`config.mk`:
```
export PLATFORM = sky130hd
export DESIGN_NAME = search_feeder
export DESIGN_NICKNAME = d
export VERILOG_FILES = /design/src/rtl/search_feeder.sv
export SDC_FILE = /design/constraint.sdc
export NUM_CORES = 1
export LEC_CHECK = 0
export ABC_AREA = 0
export CORE_MARGIN = 2
export CORE_UTILIZATION = 30
export DETAILED_ROUTE_END_ITERATION = 7
export PLACE_DENSITY = 0.57
export RECOVER_POWER = 50
export SYNTH_ARGS = -nofsm -noshare
export SYNTH_HDL_FRONTEND = slang
export SYNTH_SLANG_ARGS = --single-unit
```
`constraint.sdc`:
```
create_clock -name clk -period 4.59 [get_ports clk]
set_input_delay 0.6885 -clock clk [delete_from_list [all_inputs] [get_ports clk]]
set_output_delay 0.6885 -clock clk [all_outputs]
set_load 0.05 [all_outputs]
```
`src/rtl/search_feeder.sv`:
```
// search_feeder: loads ten elements serially, presents them in parallel to the
// minimum-search unit, sequences START/Done2/ACK and returns the result to the host.
module search_feeder #(
    parameter int DATA_W  = 7,
    parameter int N_ELEM  = 10,
    parameter int TIMEOUT = 200
) (
    input  logic              clk,
    input  logic              reset,
    input  logic [DATA_W-1:0] in_data,
    input  logic              in_valid,
    output logic              in_ready,
    output logic [DATA_W-1:0] A0,
    output logic [DATA_W-1:0] A1,
    output logic [DATA_W-1:0] A2,
    output logic [DATA_W-1:0] A3,
    output logic [DATA_W-1:0] A4,
    output logic [DATA_W-1:0] A5,
    output logic [DATA_W-1:0] A6,
    output logic [DATA_W-1:0] A7,
    output logic [DATA_W-1:0] A8,
    output logic [DATA_W-1:0] A9,
    output logic              START,
    input  logic              Done2,
    input  logic [3:0]        location,
    input  logic [6:0]        counter2,
    output logic              ACK,
    output logic [3:0]        res_location,
    output logic [6:0]        res_cycles,
    output logic              res_timeout,
    output logic              res_valid,
    input  logic              res_ready,
    output logic              busy
);

    typedef enum logic [2:0] {LOAD, ISSUE, WAIT, ACKN, RESULT} state_t;

    state_t            state;
    state_t            state_nxt;
    logic [3:0]        idx;
    logic [7:0]        wd;
    logic [DATA_W-1:0] a_q [N_ELEM];
    logic              beat;
    logic              last_beat;
    logic              timeout_hit;

    assign beat        = (state == LOAD) && in_valid;
    assign last_beat   = beat && (idx == 4'(N_ELEM - 1));
    assign timeout_hit = (wd == 8'(TIMEOUT - 1));

    always_ff @(posedge clk or negedge reset) begin
        if (!reset) begin
            state <= LOAD;
        end else begin
            state <= state_nxt;
        end
    end

    always_comb begin
        state_nxt = state;
        case (state)
            LOAD:    if (last_beat) state_nxt = ISSUE;
            ISSUE:   state_nxt = WAIT;
            WAIT: begin
                // Done2 takes priority over a watchdog expiring in the same cycle
                if (Done2)            state_nxt = ACKN;
                else if (timeout_hit) state_nxt = RESULT;
            end
            ACKN:    if (!Done2) state_nxt = RESULT;
            RESULT:  if (res_ready) state_nxt = LOAD;
            default: state_nxt = LOAD;
        endcase
    end

    always_ff @(posedge clk or negedge reset) begin
        if (!reset) begin
            idx          <= 4'd0;
            wd           <= 8'd0;
            res_location <= 4'd0;
            res_cycles   <= 7'd0;
            res_timeout  <= 1'b0;
            for (int i = 0; i < N_ELEM; i++) a_q[i] <= '0;
        end else begin
            if (beat) idx <= last_beat ? 4'd0 : idx + 4'd1;
            for (int i = 0; i < N_ELEM; i++) begin
                if (beat && idx == 4'(i)) a_q[i] <= in_data;
            end
            if (state == ISSUE) wd <= 8'd0;
            else if (state == WAIT) wd <= wd + 8'd1;
            if (state == WAIT) begin
                if (Done2) begin
                    res_location <= location;
                    res_cycles   <= counter2;
                    res_timeout  <= 1'b0;
                end else if (timeout_hit) begin
                    res_location <= 4'hF;
                    res_cycles   <= 7'h7F;
                    res_timeout  <= 1'b1;
                end
            end
        end
    end

    // Handshake outputs are pure state decodes so they never glitch
    assign in_ready  = (state == LOAD);
    assign START     = (state == ISSUE);
    assign ACK       = (state == ACKN);
    assign res_valid = (state == RESULT);
    assign busy      = (state != LOAD);

    assign A0 = a_q[0];
    assign A1 = a_q[1];
    assign A2 = a_q[2];
    assign A3 = a_q[3];
    assign A4 = a_q[4];
    assign A5 = a_q[5];
    assign A6 = a_q[6];
    assign A7 = a_q[7];
    assign A8 = a_q[8];
    assign A9 = a_q[9];

endmodule

```
### Word-level counts from Yosys, hierarchy flattened

Index checks and enable logic that the tools add are counted.
Widths: inputs -> output; s select.

* add/sub/neg operators: 2
* equal/unequal tests: 18
* mux-type cells: 15
* reduce and logical (&&, ||, !) cells: 18

Operators with widths (number)
* $eq 4x3->1 const B: 4
* $mux 8: 2
* $mux 3: 5
* $pmux 3 s5: 1
* $mux 7: 2
* $mux 4: 3
* $logic_and 1x1->1: 11
* $add 8x1->8 const B: 1
* $eq 4x2->1 const B: 2
* $eq 4x4->1 const B: 2
* $eq 8x8->1 const B: 1
* $eq 3x2->1 const B: 2
* $add 4x1->4 const B: 1
* $eq 4x1->1 const B: 1
* $logic_not 4->1: 1
* $ne 2x1->1 const B: 2
* $reduce_and 4->1: 1
* $reduce_bool 2->1: 2
* $eq 3x1->1 const B: 1
* $eq 3x3->1 const B: 1
* $logic_not 3->1: 1
* $ne 3x3->1 const B: 1
* $reduce_bool 3->1: 1
* $mux 1: 2
* other kinds (2): 2

* flip-flop bits (word level): 97
* input port bits: 23
* output and inout port bits: 87
* word-level logic and storage cells: 69

### Depth between registers and ports, before layout

Gate-level depths: netlist of the first run.

* depth in word-level cells: 5
* mapped depth: 5
* gate-level depth less buffers: 5

### Worst setup path before layout of the first run

OpenSTA, ideal clock, no wires.

* kind: reg-to-output
* start: reg state[2]
* end: out busy
* data arrival time: 2231 ps
* data required time: 3902 ps
* slack: 1670 ps
* cell stages (with the launch flop): 4
* buffers on the path: 1
* path through: dfrtp_1 -> buf_2 -> nor3_1 -> inv_1

* word-level cells in the longest chain between the ends: 1

Ends and longest elaborated chain
* start, declared: RTL line 38 `state_t state;`
* start signal, assigned: RTL line 55 `state <= state_nxt;`
* $reduce_bool 3->1: RTL line 109 `assign busy = (state != LOAD);`
* end, declared: RTL line 33 `output logic busy`

Every way passes these cells.

==> metrics.yaml, run 1 <==
timing:
  post-route-min-period_ps: 3100
  worst_slew_pin_slew_ps: 2990
  setup_viol: 0
  final_period_utilization_pct: 67.5
  grt_setup_unrepaired: "false"
  fmaxAchievable_mhz: 323
  relSlewSlack_pct: -99.3
  fin_worst_skew_ps: 7.75
  hold_viol: 0
  slew_violations: 56
  total_negative_slack_ps: 0
yosys:
  syn_avg_cell_area_sq_um: 14.2
  synth.ff_latch_count: 97
  synth.top_cell.area_share_pct: 56.9
  largest_area_contributor_in_the_synthesized_netlist: "sky130_fd_sc_hd__dfrtp_1"
  synth_cell_types: 41
  ys_async_sr_fraction_pct: 100
  syn_area_sq_um: 4260
  synthesis.nets: 329
  synth.top_cells.by_area: "sky130_fd_sc_hd__dfrtp_1 (57%), sky130_fd_sc_hd__mux2_2 (11%), sky130_fd_sc_hd__mux2_4 (9.9%)"
  netlist_instances: 301
  list_of_most_frequent_post_synthesis_cells: "sky130_fd_sc_hd__dfrtp_1 (97), sky130_fd_sc_hd__mux2_2 (42), sky130_fd_sc_hd__mux2_4 (28), sky130_fd_sc_hd__nor2_1 (14), sky130_fd_sc_hd__o22ai_1 (12)"
  synth_flop_cell: "sky130_fd_sc_hd__dfrtp_1"
  synth_seq_area_share_pct: 56.9
  synth-edff-count: 0
  yosys_warnings: 0
  yosys.cell_count.top_type: "sky130_fd_sc_hd__dfrtp_1"
power_and_ir_drop:
  totalPowerFinal_mw: 4.84
  power-per-cell-area_nw_per_um2: 840
  ir_worst_vdd_v: 0.000363
  leakage_component_of_the_power_nw: 2.64
layout:
  layout-area-overhead-vs-synth_pct: 35.3
  largest_reg_by_ff_count: "wd"
  antenna_cells_inserted: 0
  final_layout_size_suffix_gt1_share_pct: 24.1
  area_of_combinational_cells_with_multiple_inputs_sq_um: 1680
  largest_reg_flops: 8
  nNetsFinal: 430
  sequential_cell_area_sq_um: 2430
  finalCoreUtilization_pct: 41.5
  fillerInstances: 1338
detailed_routing:
  initialDrtViolationCount: 103
  drt_pre_antenna_iters: 4
  vias: 2760
  drtAntennaViolNets: 0
  wl_per_cell_um: 16.7
  remaining_drc_errors: 0
  post_drt_via_cell_ratio: 4.70
  totalWireLength_mm: 9.83
placed_design:
  io_buffer_count: 109
  gp_routability_congestion: 0.726
  place_hpwl_mm: 7.03
clocking:
  clk_latency_ps: 350
  post_cts_buffers: 0
  holdBufCountCts: 0
  clock_sink_count: 97
  tritoncts: "built"
  htree_levels: 3
  worst_setup_hold_path_clk_slew_ps: 70
  cts_made_buffers: 9
  root_buffer: "sky130_fd_sc_hd__clkbuf_16"
  cts_repair_resize_count: 0
  clk_path_buf_depth: 2
critical_path:
  cp_data_arrival_time_ps: 3550
  slowest_delay_ps: 2080
  data_required_time_of_the_worst_path_ps: 5040
  worst-path-buf-inv: 2
  critical_path.startpoint_type: "input pin"
  worst_path_dominant_cell_family: "buffers and inverters"
  standard_cell_with_the_maximum_stage_delay_on_the_critical_path: "sky130_fd_sc_hd__clkbuf_1"
  worstPathCellList: "clkbuf_1 > buf_4"
  timing.critical_path.to_type: "asynchronous set/reset pin"
  crit_path_max_fanout: 55
  timing_worst_setup_path_type: "input pin to asynchronous set/reset pin"
run:
  timing.max_cap.violations: 1
grt:
  vias_in_the_first_global_route: 2744
  wire_length_of_the_first_global_routing_pass_mm: 15.3
  grt_start_max_net_pins: 56
  grt_overflow_total: 0
  grt_antenna_before_repair: 0
  globalRouteTotalUtil_pct: 13.5
floorplanning:
  std_cell_rows: 43
  design.core.area_sq_um: 13900
  chipHeight_um: 123
  floorplan.die.width_um: 123
  pin_count: 110
  die_area_sq_um: 15200
  initial_core_util_pct: 30.7
outcome:
  violations_in_the_final_reports: "capacitance limit, slew limit"
  status: "finished with violations"
worst_hold_path:
  hold_path.class: "flip-flop to flip-flop"
-- per-layer routing --
metal	share of wire, %	GRT usage (%)	vias to the layer above
met5	0	0	-
met4	2.0	6.18	0
met3	4.9	3.04	16
met2	48	21.1	72
met1	45	17.9	1386
li1	-	-	1286
-- layout by cell type, fill, tap and decap left out, types with 4 or more instances in the layout --
master and instances:
sky130_fd_sc_hd__mux2i_1 5, sky130_fd_sc_hd__a211oi_1 11, sky130_fd_sc_hd__mux2_2 42, sky130_fd_sc_hd__nand2_1 8
sky130_fd_sc_hd__o22ai_1 12, sky130_fd_sc_hd__dfrtp_1 97, sky130_fd_sc_hd__nand3_4 4, sky130_fd_sc_hd__clkbuf_16 9
sky130_fd_sc_hd__ha_1 5, sky130_fd_sc_hd__clkdlybuf4s50_1 86, sky130_fd_sc_hd__nor2_1 15, sky130_fd_sc_hd__and3_1 5
sky130_fd_sc_hd__o21ai_0 5, sky130_fd_sc_hd__dlygate4sd3_1 22, sky130_fd_sc_hd__mux2_4 28, sky130_fd_sc_hd__inv_1 5
-- layout make-up --
type | count | area share (%)
Sequential cell | 97 | 42.1
Inverter | 6 | 0.391
Timing Repair Buffer | 112 | 19.1
Multi-Input combinational cell | 176 | 29.2
Tap cell | 180 | 3.91
Clock buffer | 9 | 3.91
Clock inverter | 7 | 1.39
-- cells by family after synthesis --
group | share of synthesized area, %
AOI/OAI and AO/OA | 5.84
xor gates and xnor gates | 0.205
buffers and inverters | 3.23
DFF | 56.9
and+or+nand+nor | 9.39
adders and majority gates | 1.47
muxes | 22.9
-- per-stage QoR --
step                cells  area (sq um)  setup slack [ps]  hold slack, ps
floorplan             301          4260              1670             393
global placement      571          5480              1630             461
detailed placement    571          5480              1620             489
CTS                   587          5790              1540             409
global route          587          5770               852             522
finish                587          5770              1490             491
-- worst paths after layout --
kind | start | to | slack, ps | depth (start not counted)
min in group asynchronous | reset | res_cycles[6]$_DFFE_PN0P_ | 1320 | 1
setup / recovery | reset | A1[6]$_DFFE_PN0P_ | 1490 | 2
hold / removal | wd[7]$_DFFE_PN0P_ | wd[7]$_DFFE_PN0P_ | 490 | 1
setup reg to reg | state[1]$_DFFE_PN0P_ | A8[5]$_DFFE_PN0P_ | 2210 | 3
hold reg to reg | wd[7]$_DFFE_PN0P_ | wd[7]$_DFFE_PN0P_ | 490 | 1
max in group clk | state[0]$_DFFE_PN0P_ | START | 1580 | 3
-- power by group --
part	switching [mW]	internal [mW]	leakage (nW)
sequential	0.275	1.21	1.25
clock	0.341	0.427	0.145
combinational	1.64	0.948	1.25
(Power assumes the default switching activity.)
==> run 2: changes to the inputs <==
==> constraint.sdc (replaced) <==
create_clock -name clk -period 3.1 [get_ports clk]
set_input_delay 0.465 -clock clk [delete_from_list [all_inputs] [get_ports clk]]
set_output_delay 0.465 -clock clk [all_outputs]
set_load 0.05 [all_outputs]
==> run 2 against run 1 <==
Compared with the run above: the flow still finishes with violations (capacitance limit, slew limit); via count up 1.3%; largest power group unchanged; critical path type is now input pin to flip-flop; sequential cell count unchanged; global-route usage up 0.45 points; utilization down 0.31 points; critical endpoint is now A1[0]$_DFFE_PN0P_; sequential power up 49%.
==> metrics.yaml, run 2 (synthesis results as in run 1) <==
outcome:
  status: "finished with violations"
  violations_in_the_final_reports: "capacitance limit, slew limit"
timing:
  fmaxAchievable_mhz: 354
  hold_slack_ps: 476  # -15.3 ps
  hold_viol: 0  # unchanged
  worst_slack_ps: 276  # -1220 ps
  worst_slew_pin_slew_ps: 2420  # -566 ps
  post-route-min-period_ps: 2820
  relSlewSlack_pct: -61.5  # +38 points
  grt_setup_unrepaired: "false"
  total_negative_slack_ps: 0  # unchanged
  fin_worst_skew_ps: 5.12  # -2.63 ps
  setup_viol: 0  # unchanged
  final_period_utilization_pct: 91.1
  slew_violations: 98  # +75%
critical_path:
  timing_worst_setup_path_type: "input pin to flip-flop"
  critical_path.startpoint_type: "input pin"
  data_required_time_of_the_worst_path_ps: 3320  # -1720 ps
  crit_path_max_fanout: 10  # -82%
  worstPathCellList: "clkdlybuf4s50_1 > nor4b_1 > clkbuf_1 > nand3_2 > mux2_4"
  timing.reg2reg.setup_slack_ps: 340  # -1870 ps
  timing.critical_path.to_type: "flip-flop"
  cp_data_arrival_time_ps: 3050  # -500 ps
  standard_cell_with_the_maximum_stage_delay_on_the_critical_path: "sky130_fd_sc_hd__nor4b_1"
  slowest_delay_ps: 740  # -1340 ps
layout:
  most-common-layout-cells: "sky130_fd_sc_hd__clkdlybuf4s50_1 (108), sky130_fd_sc_hd__dfrtp_1 (97), sky130_fd_sc_hd__mux2_2 (42), sky130_fd_sc_hd__mux2_4 (28), sky130_fd_sc_hd__nor2_1 (15)"
  nNetsFinal: 432  # +0.47%
  largest_reg_by_ff_count: "wd"
  antenna_cells_inserted: 0  # unchanged
  layout-area-overhead-vs-synth_pct: 34.3
  final_layout_size_suffix_gt1_share_pct: 23.8  # -0.30 points
  finalCoreUtilization_pct: 41.2  # -0.31 points
  largest_reg_flops: 8  # unchanged
  layout.cells.most_common: "sky130_fd_sc_hd__clkdlybuf4s50_1"
  fillerInstances: 1307  # -2.3%
grt:
  grt_antenna_before_repair: 0  # unchanged
  vias_in_the_first_global_route: 2813  # +2.5%
  globalRouteTotalUtil_pct: 14.0  # +0.45 points
  grt_overflow_total: 0  # unchanged
  grt_start_max_net_pins: 98  # +75%
  wire_length_of_the_first_global_routing_pass_mm: 15.9  # +3.8%
power_and_ir_drop:
  power_switching_mw: 3.32  # +47%
  leakage_component_of_the_power_nw: 2.58  # -2.4%
  share_comb_of_total_power_pct: 54.1  # +0.7 points
  ir_worst_vdd_v: 0.000590  # +62%
  sw_frac_of_total_pct: 46.6  # about the same
  seq_power_share_pct: 31.1  # +0.3 points
  power-per-cell-area_nw_per_um2: 1240  # +48%
  power.clock.fraction_pct: 14.8  # -1.1 points
  cellInternalPower_mw: 3.81  # +47%
detailed_routing:
  initialDrtViolationCount: 148  # +44%
  vias: 2797  # +1.3%
  post_drt_via_cell_ratio: 4.76  # +1.2%
  remaining_drc_errors: 0  # unchanged
  drtAntennaViolNets: 0  # unchanged
  totalWireLength_mm: 10.2  # +3.7%
  drt_pre_antenna_iters: 4  # unchanged
  wl_per_cell_um: 17.3  # +3.5%
clocking:
  clk_latency_ps: 340  # about the same
  cts_repair_resize_count: 0  # unchanged
  clock_sink_count: 97  # unchanged
  holdBufCountCts: 0  # unchanged
  root_buffer: "sky130_fd_sc_hd__clkbuf_16"
  clk_path_buf_depth: 2  # unchanged
  worst_setup_hold_path_clk_slew_ps: 60  # about the same
  htree_levels: 3  # unchanged
  tritoncts: "built"
  post_cts_buffers: 0  # unchanged
  cts_made_buffers: 9  # unchanged
floorplanning:
  pin_count: 110  # unchanged
  initial_core_util_pct: 30.7  # unchanged
  design.core.area_sq_um: 13900  # unchanged
  std_cell_rows: 43  # unchanged
  floorplan.die.width_um: 123  # unchanged
  chipHeight_um: 123  # unchanged
  die_area_sq_um: 15200  # unchanged
placed_design:
  dp_worst_setup_slack_ps: 679  # -937 ps
  io_buffer_count: 109  # unchanged
  place_hpwl_mm: 7.02  # -0.13%
  gp_routability_congestion: 0.741  # +2.1%
run:
  timing.max_cap.violations: 1  # unchanged
worst_hold_path:
  hold_path.class: "flip-flop to flip-flop"
-- run 2: changes by cell type in the layout (fill, tap and decap cells not counted), sizes merged --
cell	delta
bufinv	-1
inv	+1
dlygate4sd3	-22
clkbuf	+3
clkdlybuf4s50	+22
clkinv	-2
-- run 2: path summary, 6_finish.rpt --
kind / startpoint / endpoint / cells after the start
max: in_valid / A1[0]$_DFFE_PN0P_ / 5
min reg2reg: wd[7]$_DFFE_PN0P_ / wd[7]$_DFFE_PN0P_ / 1
max reg2reg: state[1]$_DFFE_PN0P_ / A1[0]$_DFFE_PN0P_ / 4
max in group asynchronous: reset / wd[1]$_DFFE_PN0P_ / 2
min in group asynchronous: reset / A3[1]$_DFFE_PN0P_ / 2
min: wd[7]$_DFFE_PN0P_ / wd[7]$_DFFE_PN0P_ / 1
-- run 2: power groups by stage --
stage | Sequential, mW | Combinational (mW) | Clock, mW
after floorplan | 3.75 | 1.13 | 0
after global placement | 2.23 | 3.89 | 0
after detailed placement | 2.25 | 3.92 | 0
after CTS | 2.23 | 3.92 | 1.09
after global routing | 2.29 | 4.04 | 1.16
final | 2.22 | 3.85 | 1.05
-- run 2: cell type report --
class / instances / area, sq um / share of cell area, %
inverters: 6 / 22.5 / 0.394
flip-flops and latches: 97 / 2430 / 42.4
well taps: 180 / 225 / 3.94
clock buffers: 10 / 239 / 4.18
clock inverters: 5 / 40.0 / 0.700
repair buffers: 114 / 1120 / 19.5
multi-input cells: 176 / 1650 / 28.9
-- run 2: metal layers --
metal,routed length [um],up-vias,track usage [%]
li1,-,1280,-
met1,4850,1432,19.2
met2,4680,77,21.1
met3,515,8,4.24
met4,141,0,4.47
met5,0,-,0
-- run 2: critical path, delay by kind of cell --
| kind | cells | cell delay, ps |
|---|---|---|
| buffers and inverters | 2 | 1050 |
| multiplexers | 1 | 390 |
| AND/OR/NAND/NOR | 2 | 1140 |
-- run 2: through the flow --
stage / instance area (sq um) / instances / power [mW]
floorplan: 4260 / 301 / 4.87
finish: 5720 / 588 / 7.12
CTS: 5790 / 588 / 7.25
detailed placement: 5510 / 573 / 6.17
global route: 5720 / 588 / 7.49
global placement: 5510 / 573 / 6.12
